[config.mk]
export PLATFORM = sky130hd
export DESIGN_NAME = ripple_count_capture
export DESIGN_NICKNAME = d
export VERILOG_FILES = /design/src/rtl/ripple_count_capture_pkg.sv /design/src/rtl/sync_2ff.sv /design/src/rtl/ripple_count_capture.sv
export SDC_FILE = /design/constraint.sdc
export NUM_CORES = 1
export LEC_CHECK = 0
export CAP_MARGIN = 20
export CORE_MARGIN = 2
export CORE_UTILIZATION = 40
export DETAILED_ROUTE_END_ITERATION = 7
export GPL_TIMING_DRIVEN = 0
export PLACE_DENSITY = 0.62
export SLEW_MARGIN = 20
export SYNTH_ARGS = -nofsm -noshare
export SYNTH_HDL_FRONTEND = slang
export SYNTH_HIERARCHICAL = 1
export SYNTH_SLANG_ARGS = --single-unit
[constraint.sdc]
create_clock -name clk -period 2.3 [get_ports clk]
set_input_delay 0.575 -clock clk [delete_from_list [all_inputs] [get_ports clk]]
set_output_delay 0.575 -clock clk [all_outputs]
set_load 0.01 [all_outputs]
[src/rtl/ripple_count_capture_pkg.sv]
// Shared types and constants for the ripple-counter snapshot stage.
// Sizing helpers live here so the top and any future siblings agree on widths.
package ripple_count_capture_pkg;

  typedef enum logic [1:0] {
    IDLE   = 2'd0,
    SYNC   = 2'd1,
    SAMPLE = 2'd2,
    DONE   = 2'd3
  } state_t;

  localparam int SYNC_STAGES = 2;

  function automatic int try_width(input int max_tries);
    return $clog2(max_tries);
  endfunction

endpackage

[src/rtl/sync_2ff.sv]
// One-bit two-flop synchroniser for bringing a ripple-counter bit into the clk domain.
module sync_2ff (
  input  logic clk,
  input  logic reset,
  input  logic d,
  output logic q
);

  logic meta;

  always_ff @(posedge clk) begin
    if (reset) begin
      meta <= 1'b0;
      q    <= 1'b0;
    end else begin
      meta <= d;
      q    <= meta;
    end
  end

endmodule

[src/rtl/ripple_count_capture.sv]
// Snapshot stage for an asynchronous ripple counter: synchronise, re-sample until two
// consecutive samples agree (or the retry limit hits), then hand off count and delta.
module ripple_count_capture
  import ripple_count_capture_pkg::*;
#(
  parameter int N         = 8,
  parameter int MAX_TRIES = 8
) (
  input  logic         clk,
  input  logic         reset,
  input  logic [N-1:0] cnt_in,
  input  logic         req,
  output logic         busy,
  output logic         valid,
  input  logic         ready,
  output logic [N-1:0] data,
  output logic [N-1:0] delta,
  output logic         timeout
);

  localparam int TW = try_width(MAX_TRIES);
  localparam logic [TW-1:0] TRY_LAST = TW'(MAX_TRIES - 1);
  localparam logic [1:0] SYNC_LAST = 2'(SYNC_STAGES);

  state_t        state;
  logic [N-1:0]  sync_q;
  logic [N-1:0]  s_prev;
  logic [N-1:0]  last_count;
  logic [TW-1:0] try_cnt;
  logic [1:0]    sync_wait;

  for (genvar i = 0; i < N; i++) begin : g_sync
    sync_2ff u_sync (
      .clk   (clk),
      .reset (reset),
      .d     (cnt_in[i]),
      .q     (sync_q[i])
    );
  end

  // SYNC dwells until the synchroniser holds only post-request samples, then SAMPLE
  // keeps comparing against the previous sample until the bus has settled.
  always_ff @(posedge clk) begin
    if (reset) begin
      state      <= IDLE;
      busy       <= 1'b0;
      valid      <= 1'b0;
      data       <= '0;
      delta      <= '0;
      timeout    <= 1'b0;
      last_count <= '0;
      s_prev     <= '0;
      try_cnt    <= '0;
      sync_wait  <= '0;
    end else begin
      case (state)
        IDLE: begin
          if (req) begin
            state     <= SYNC;
            busy      <= 1'b1;
            sync_wait <= '0;
            try_cnt   <= '0;
          end
        end
        SYNC: begin
          if (sync_wait == SYNC_LAST) begin
            s_prev <= sync_q;
            state  <= SAMPLE;
          end else begin
            sync_wait <= sync_wait + 2'd1;
          end
        end
        SAMPLE: begin
          if (sync_q == s_prev || try_cnt == TRY_LAST) begin
            data    <= sync_q;
            delta   <= sync_q - last_count;
            timeout <= (sync_q != s_prev);
            valid   <= 1'b1;
            state   <= DONE;
          end else begin
            s_prev  <= sync_q;
            try_cnt <= try_cnt + 1'b1;
          end
        end
        DONE: begin
          // last_count only advances on acceptance so delta tracks consumed results
          if (ready) begin
            last_count <= data;
            valid      <= 1'b0;
            busy       <= 1'b0;
            state      <= IDLE;
          end
        end
        default: state <= IDLE;
      endcase
    end
  end

endmodule

After elaboration in Yosys (flattened, before gate mapping)
Cells that the tools add are included. Widths: inputs -> output; s select.

Reduce and logical (&&, ||, !) cells: 15. Multiplexer cells: 19. Equal/unequal tests: 13. $add $sub $neg: 3.

Operators by type and width (number): $mux 8 (2); $pmux 8 s2 (1); $reduce_and 3->1 (5); $mux 2 (6); $ne 2x2->1 const B (6); $reduce_bool 2->1 (5); $eq 8x8->1 (1); $ne 8x8->1 (1); $pmux 2 s4 (1); $sub 8x8->8 (1); $eq 2x2->1 const B (3); $mux 3 (2); $pmux 3 s2 (1); $pmux 1 s2 (2); $pmux 2 s2 (1); $reduce_and 2->1 (2); $reduce_and 4->1 (1); $add 3x1->3 const B (1); $eq 3x3->1 const B (1); $mux 1 (3); $add 2x1->2 const B (1); $eq 2x1->1 const B (1); $logic_not 2->1 (1); $logic_or 1x1->1 (1).

Bits in registers: 58. Output and inout bits: 19.

Logic depth before layout (Yosys ltp)
Depth in word-level cells: 4. Depth in mapped cells: 9. Depth with buffers taken out: 9.

Modules after synthesis
The synthesis kept the hierarchy.

Modules (own cells, without submodules): ripple_count_capture (seq. area each 840.8 um^2, instances 1, cells an instance 261, area an instance 2233.4 um^2); sync_2ff (seq. area each 40.0 um^2, instances 8, cells an instance 4, area an instance 52.6 um^2).

Worst setup path after synthesis
Ideal clock, no wire load.

Path kind: register -> register. Start: register g_sync[0].u_sync.q. End: register delta[6]. Clock period less this slack: 1.840 ns. Cell stages (with the launch flop): 10. Required time: 2.168 ns. Arrival time: 1.708 ns. Path buffers: 0. Setup slack: 0.460 ns. Cell sequence: dfxtp_1 > inv_1 > ha_1 > inv_1 > fa_1 > a211oi_1 > o21bai_1 > a21oi_1 > xnor2_1 > o31ai_1.

Cells in the longest elaborated chain, start to end: 3. Elaborated cells between the ends (all ways): 4.

Ends and longest elaborated chain: from (decl) (line sync_2ff.sv:6) `output logic q`; from (signal assigned) (line sync_2ff.sv:17) `q <= meta;`; parallel branches: the longest is 3 deep, another holds $sub 8x8->8; to (signal assigned) (line ripple_count_capture.sv:76) `delta <= sync_q - last_count;`; to (decl) (line ripple_count_capture.sv:17) `output logic [N-1:0] delta,`.

Several ways; the timed one is not identified. A chain may end at the register's enable or synchronous reset.

Worst setup path in the final report
Ends and elaborated chain as after synthesis.

==> metrics.md <==
| Metric | Value |
|---|---|
| Status | finished, final reports clean |
| CP Launch Type | register |
| Slew @ Worst Pin | 0.555 ns |
| CP Class | register to register |
| Yosys cell types | 46 |
| Vias/cell | 5.28 |
| Fin crit period | 2.01 ns |
| Die Ht | 85.5 µm |
| Internal | 2.24 mW |
| Min-delay src | g_sync[5].u_sync/meta$_SDFF_PP0_ |
| Initial antenna violation count | 0 |
| Starting density of the core | 41.6% |
| Logic pwr share | 24.5% |
| Fmax | 497 MHz |
| Slowest cell on crit path | fa_1 |
| Clock buffer depth | 2 |
| Worst-path clk slew | 0.07 ns |
| Worst path most repeated cell | inv_1 |
| Post-synth EDFFs | 0 |
| Area Overhead vs Synth | 25.0% |
| Critical path arrival | 2.26 ns |
| Clock sinks | 58 |
| Max Transition Viols Final | 0 |
| Part of the power in registers | 35.7% |
| CTS H-tree lvls | 3 |
| # diodes | 0 |
| Drt pass-1 iters | 4 |
| Postcts setup bufs | 0 |
| Number of global-route vias before repair | 2070 |
| Reg-to-reg slack, setup | 0.29 ns |
| Worst rel slew slack | 63.0% |
| Buf/Inv on CP | 2 |
| Largest net degree at the start of global routing | 21 |
| Die width | 85.5 µm |
| # IOs | 31 |
| Final setup margin | 0.287 ns |
| Register area share after synthesis | 43.8% |
| Synthesized area per cell | 9.06 µm² |
| Crit-path cells | inv_1 -> ha_1 -> inv_1 -> fa_1 -> a211oi_2 -> o21bai_1 -> a21oi_1 -> xnor2_1 -> o31ai_1 |
| Net switching power | 0.941 mW |
| Min Hold Slack | 0.434 ns |
| # setup viols final | 0 |
| # fillers | 625 |
| Cell area after synthesis | 0.00265 mm² |
| Unrepaired setup endpoints after global routing | false |
| Crit path max fanout | 3 |
| Post-route DRC violation count | 0 |
| Yosys top cell area share | 43.8% |
| Top delay family on crit path | compound AO/OA/AOI/OAI gates |
| Dpl ws | -0.491 ns |
| Clk root buf | clkbuf_8 |
| Port bufs | 30 |
| Syn Nets | 320 |
| Sw Share | 29.6% |
| Period Utilization, post-route | 87.5% |
| Leak | 1.28 nW |
| Placed Area | 0.00305 mm² |
| Ratio of cells with drive above 1 in the final layout | 9.73% |
| Worst Skew | 0.00987 ns |
| WL/cell | 14.9 µm |
| Max stage delay on crit path | 0.43 ns |
| GRT overflow | 0 |
| Critical Path Sink Type | register |
| Post-DRT Antenna Nets | 0 |
| Via Count | 2195 |
| Clk_lat worst skew | 0.33 ns |
| Row Count | 29 |
| Max Cap Viol | 0 |
| Final hold violation count | 0 |
| Post-synthesis cell count | 293 |
| Num CTS Buffers | 9 |
| Synthesis Warnings | 6 |
| Pwr dens | 958 mW/mm² |
| Maximum vdd drop | 0.000663 V |
| Die area | 0.00730 mm² |
| Design area | 0.00332 mm² |
| Clock power frac | 39.8% |
| Fraction of registers with async set/reset | 0% |
| Routability cong. | 0.894 |
| Initial DRC count | 122 |
| Tot GR Track Use | 18.5% |
| Largest cells by area after synthesis | dfxtp_1 44%, ha_1 6.6%, a21oi_1 5.8%, nand2_1 5.2%, nor2b_1 4.0% |
| Cell taking the most area after synthesis | dfxtp_1 |
| Finished Core Util | 51.9% |
| TritonCTS clock tree | built |
| FF-to-FF Start | g_sync[0].u_sync/q$_SDFF_PP0_ |
| Most common flop cell mapped by yosys | dfxtp_1 |
| Final Net Count | 361 |
| Power Total | 3.18 mW |
| Worst min-delay path class | register to register |
| Routed WL | 6220 µm |
| Core ar. | 0.00639 mm² |
| Seq cells post-synth | 58 |
| Critical path required time | 2.54 ns |
| Critical Path Start | g_sync[0].u_sync/q$_SDFF_PP0_ |
| Post-DP HPWL | 4330 µm |
| Global-route wire length before repair | 10400 µm |
-- sequential cells by signal (all words and copies together) (netlist names) --
name,count
sync_wait,2
g_sync.u_sync/q,8
try_cnt,3
g_sync.u_sync/meta,8
data,8
valid,1
s_prev,8
state,2
delta,8
last_count,8
busy,1
timeout,1
-- cell families after synthesis --
group	synth area share, %
AO/OA/AOI/OAI	19.5
XOR/XNOR	3.96
adder cells (fa/ha/maj)	7.36
buffers and inverters	4.90
flip-flops	43.8
multiplexers	3.39
AND/OR/NAND/NOR	17.1
-- worst paths after layout --
path,end,cells after the start
hold / removal,g_sync[5].u_sync/q$_SDFF_PP0_,1
setup / recovery,delta[6]$_SDFFE_PP0P_,9
hold reg to reg,g_sync[5].u_sync/q$_SDFF_PP0_,1
setup reg to reg,delta[6]$_SDFFE_PP0P_,9
-- layer usage --
metal | vias up | GRT usage, % | share of wire (%)
met5 | - | 0 | 0
met4 | 0 | 6.35 | 0.61
met3 | 2 | 6.13 | 4.5
met2 | 39 | 28.4 | 47
met1 | 1057 | 24.4 | 48
li1 | 1097 | - | -
-- repair_timing --
action / CTS / global route
hold buffers: 0 / 0
endpoints found under the hold margin: 0 / 0
setup endpoints to repair: 23 / 3
gates resized for setup: 1 / 3
-- synthesized netlist by cell type, drive strengths merged, types with 2 or more instances --
cell,instances
nand3,18
mux2i,9
nand2,38
o211ai,2
o21ai,14
nor4,2
a21o,2
ha,14
nor3,3
dfxtp,58
o32ai,4
xor2,9
buf,4
clkbuf,9
xnor2,3
nor2b,17
a31o,2
a211oi,6
nor2,8
or2,2
inv,18
o21a,3
a21oi,32
-- worst register-to-register path, delay by kind of cell, from the launching register on --
family	cells	cell delay (ns)
xor gates and xnor gates	1	0.09
adders and majority gates	2	0.62
AOI/OAI and AO/OA	4	0.76
buffers and inverters	2	0.13
DFF	1	0.33
-- placed cells by master (no fill, tap or decap), types with 2 or more instances in the layout --
| cell type | count |
|---|---|
| buf_2 | 2 |
| nand3_1 | 18 |
| dfxtp_1 | 58 |
| a21oi_1 | 31 |
| ha_1 | 14 |
| bufinv_16 | 4 |
| nand2_1 | 37 |
| a211oi_2 | 2 |
| o211ai_1 | 2 |
| clkdlybuf4s50_1 | 29 |
| mux2i_1 | 9 |
| nor3_1 | 3 |
| clkbuf_1 | 10 |
| xnor2_1 | 3 |
| clkbuf_8 | 10 |
| or2_2 | 2 |
| nor4_4 | 2 |
| nor2_1 | 8 |
| o21a_1 | 3 |
| o21ai_0 | 13 |
| a31o_2 | 2 |
| a211oi_1 | 4 |
| nor2b_1 | 17 |
| o32ai_1 | 4 |
| inv_1 | 18 |
| xor2_1 | 9 |
-- final cells by class --
| type | count | area (µm²) | share of cell area, % |
|---|---|---|---|
| Clock inverter | 5 | 125 | 3.77 |
| Timing Repair Buffer | 30 | 295 | 8.90 |
| Inverter | 19 | 71.3 | 2.15 |
| Tap cell | 77 | 96.3 | 2.90 |
| Sequential cell | 58 | 1160 | 35.0 |
| Clock buffer | 11 | 141 | 4.26 |
| Multi-Input combinational cell | 203 | 1370 | 41.2 |
| Buffer | 13 | 58.8 | 1.77 |
-- through the flow --
step	TNS, ns	instances
CTS	0	416
detailed placement	-10.43	400
global placement	-10.15	400
global route	0	416
floorplan	0	293
finish	0	416
-- power groups by stage --
stage	Clock, mW	Sequential [mW]	Combinational (mW)
after floorplan	0	1.15	0.539
after global placement	0	1.16	0.758
after detailed placement	0	1.16	0.774
after CTS	1.29	1.13	0.777
after global routing	1.34	1.14	0.858
final	1.26	1.14	0.778
(Power assumes the default switching activity.)
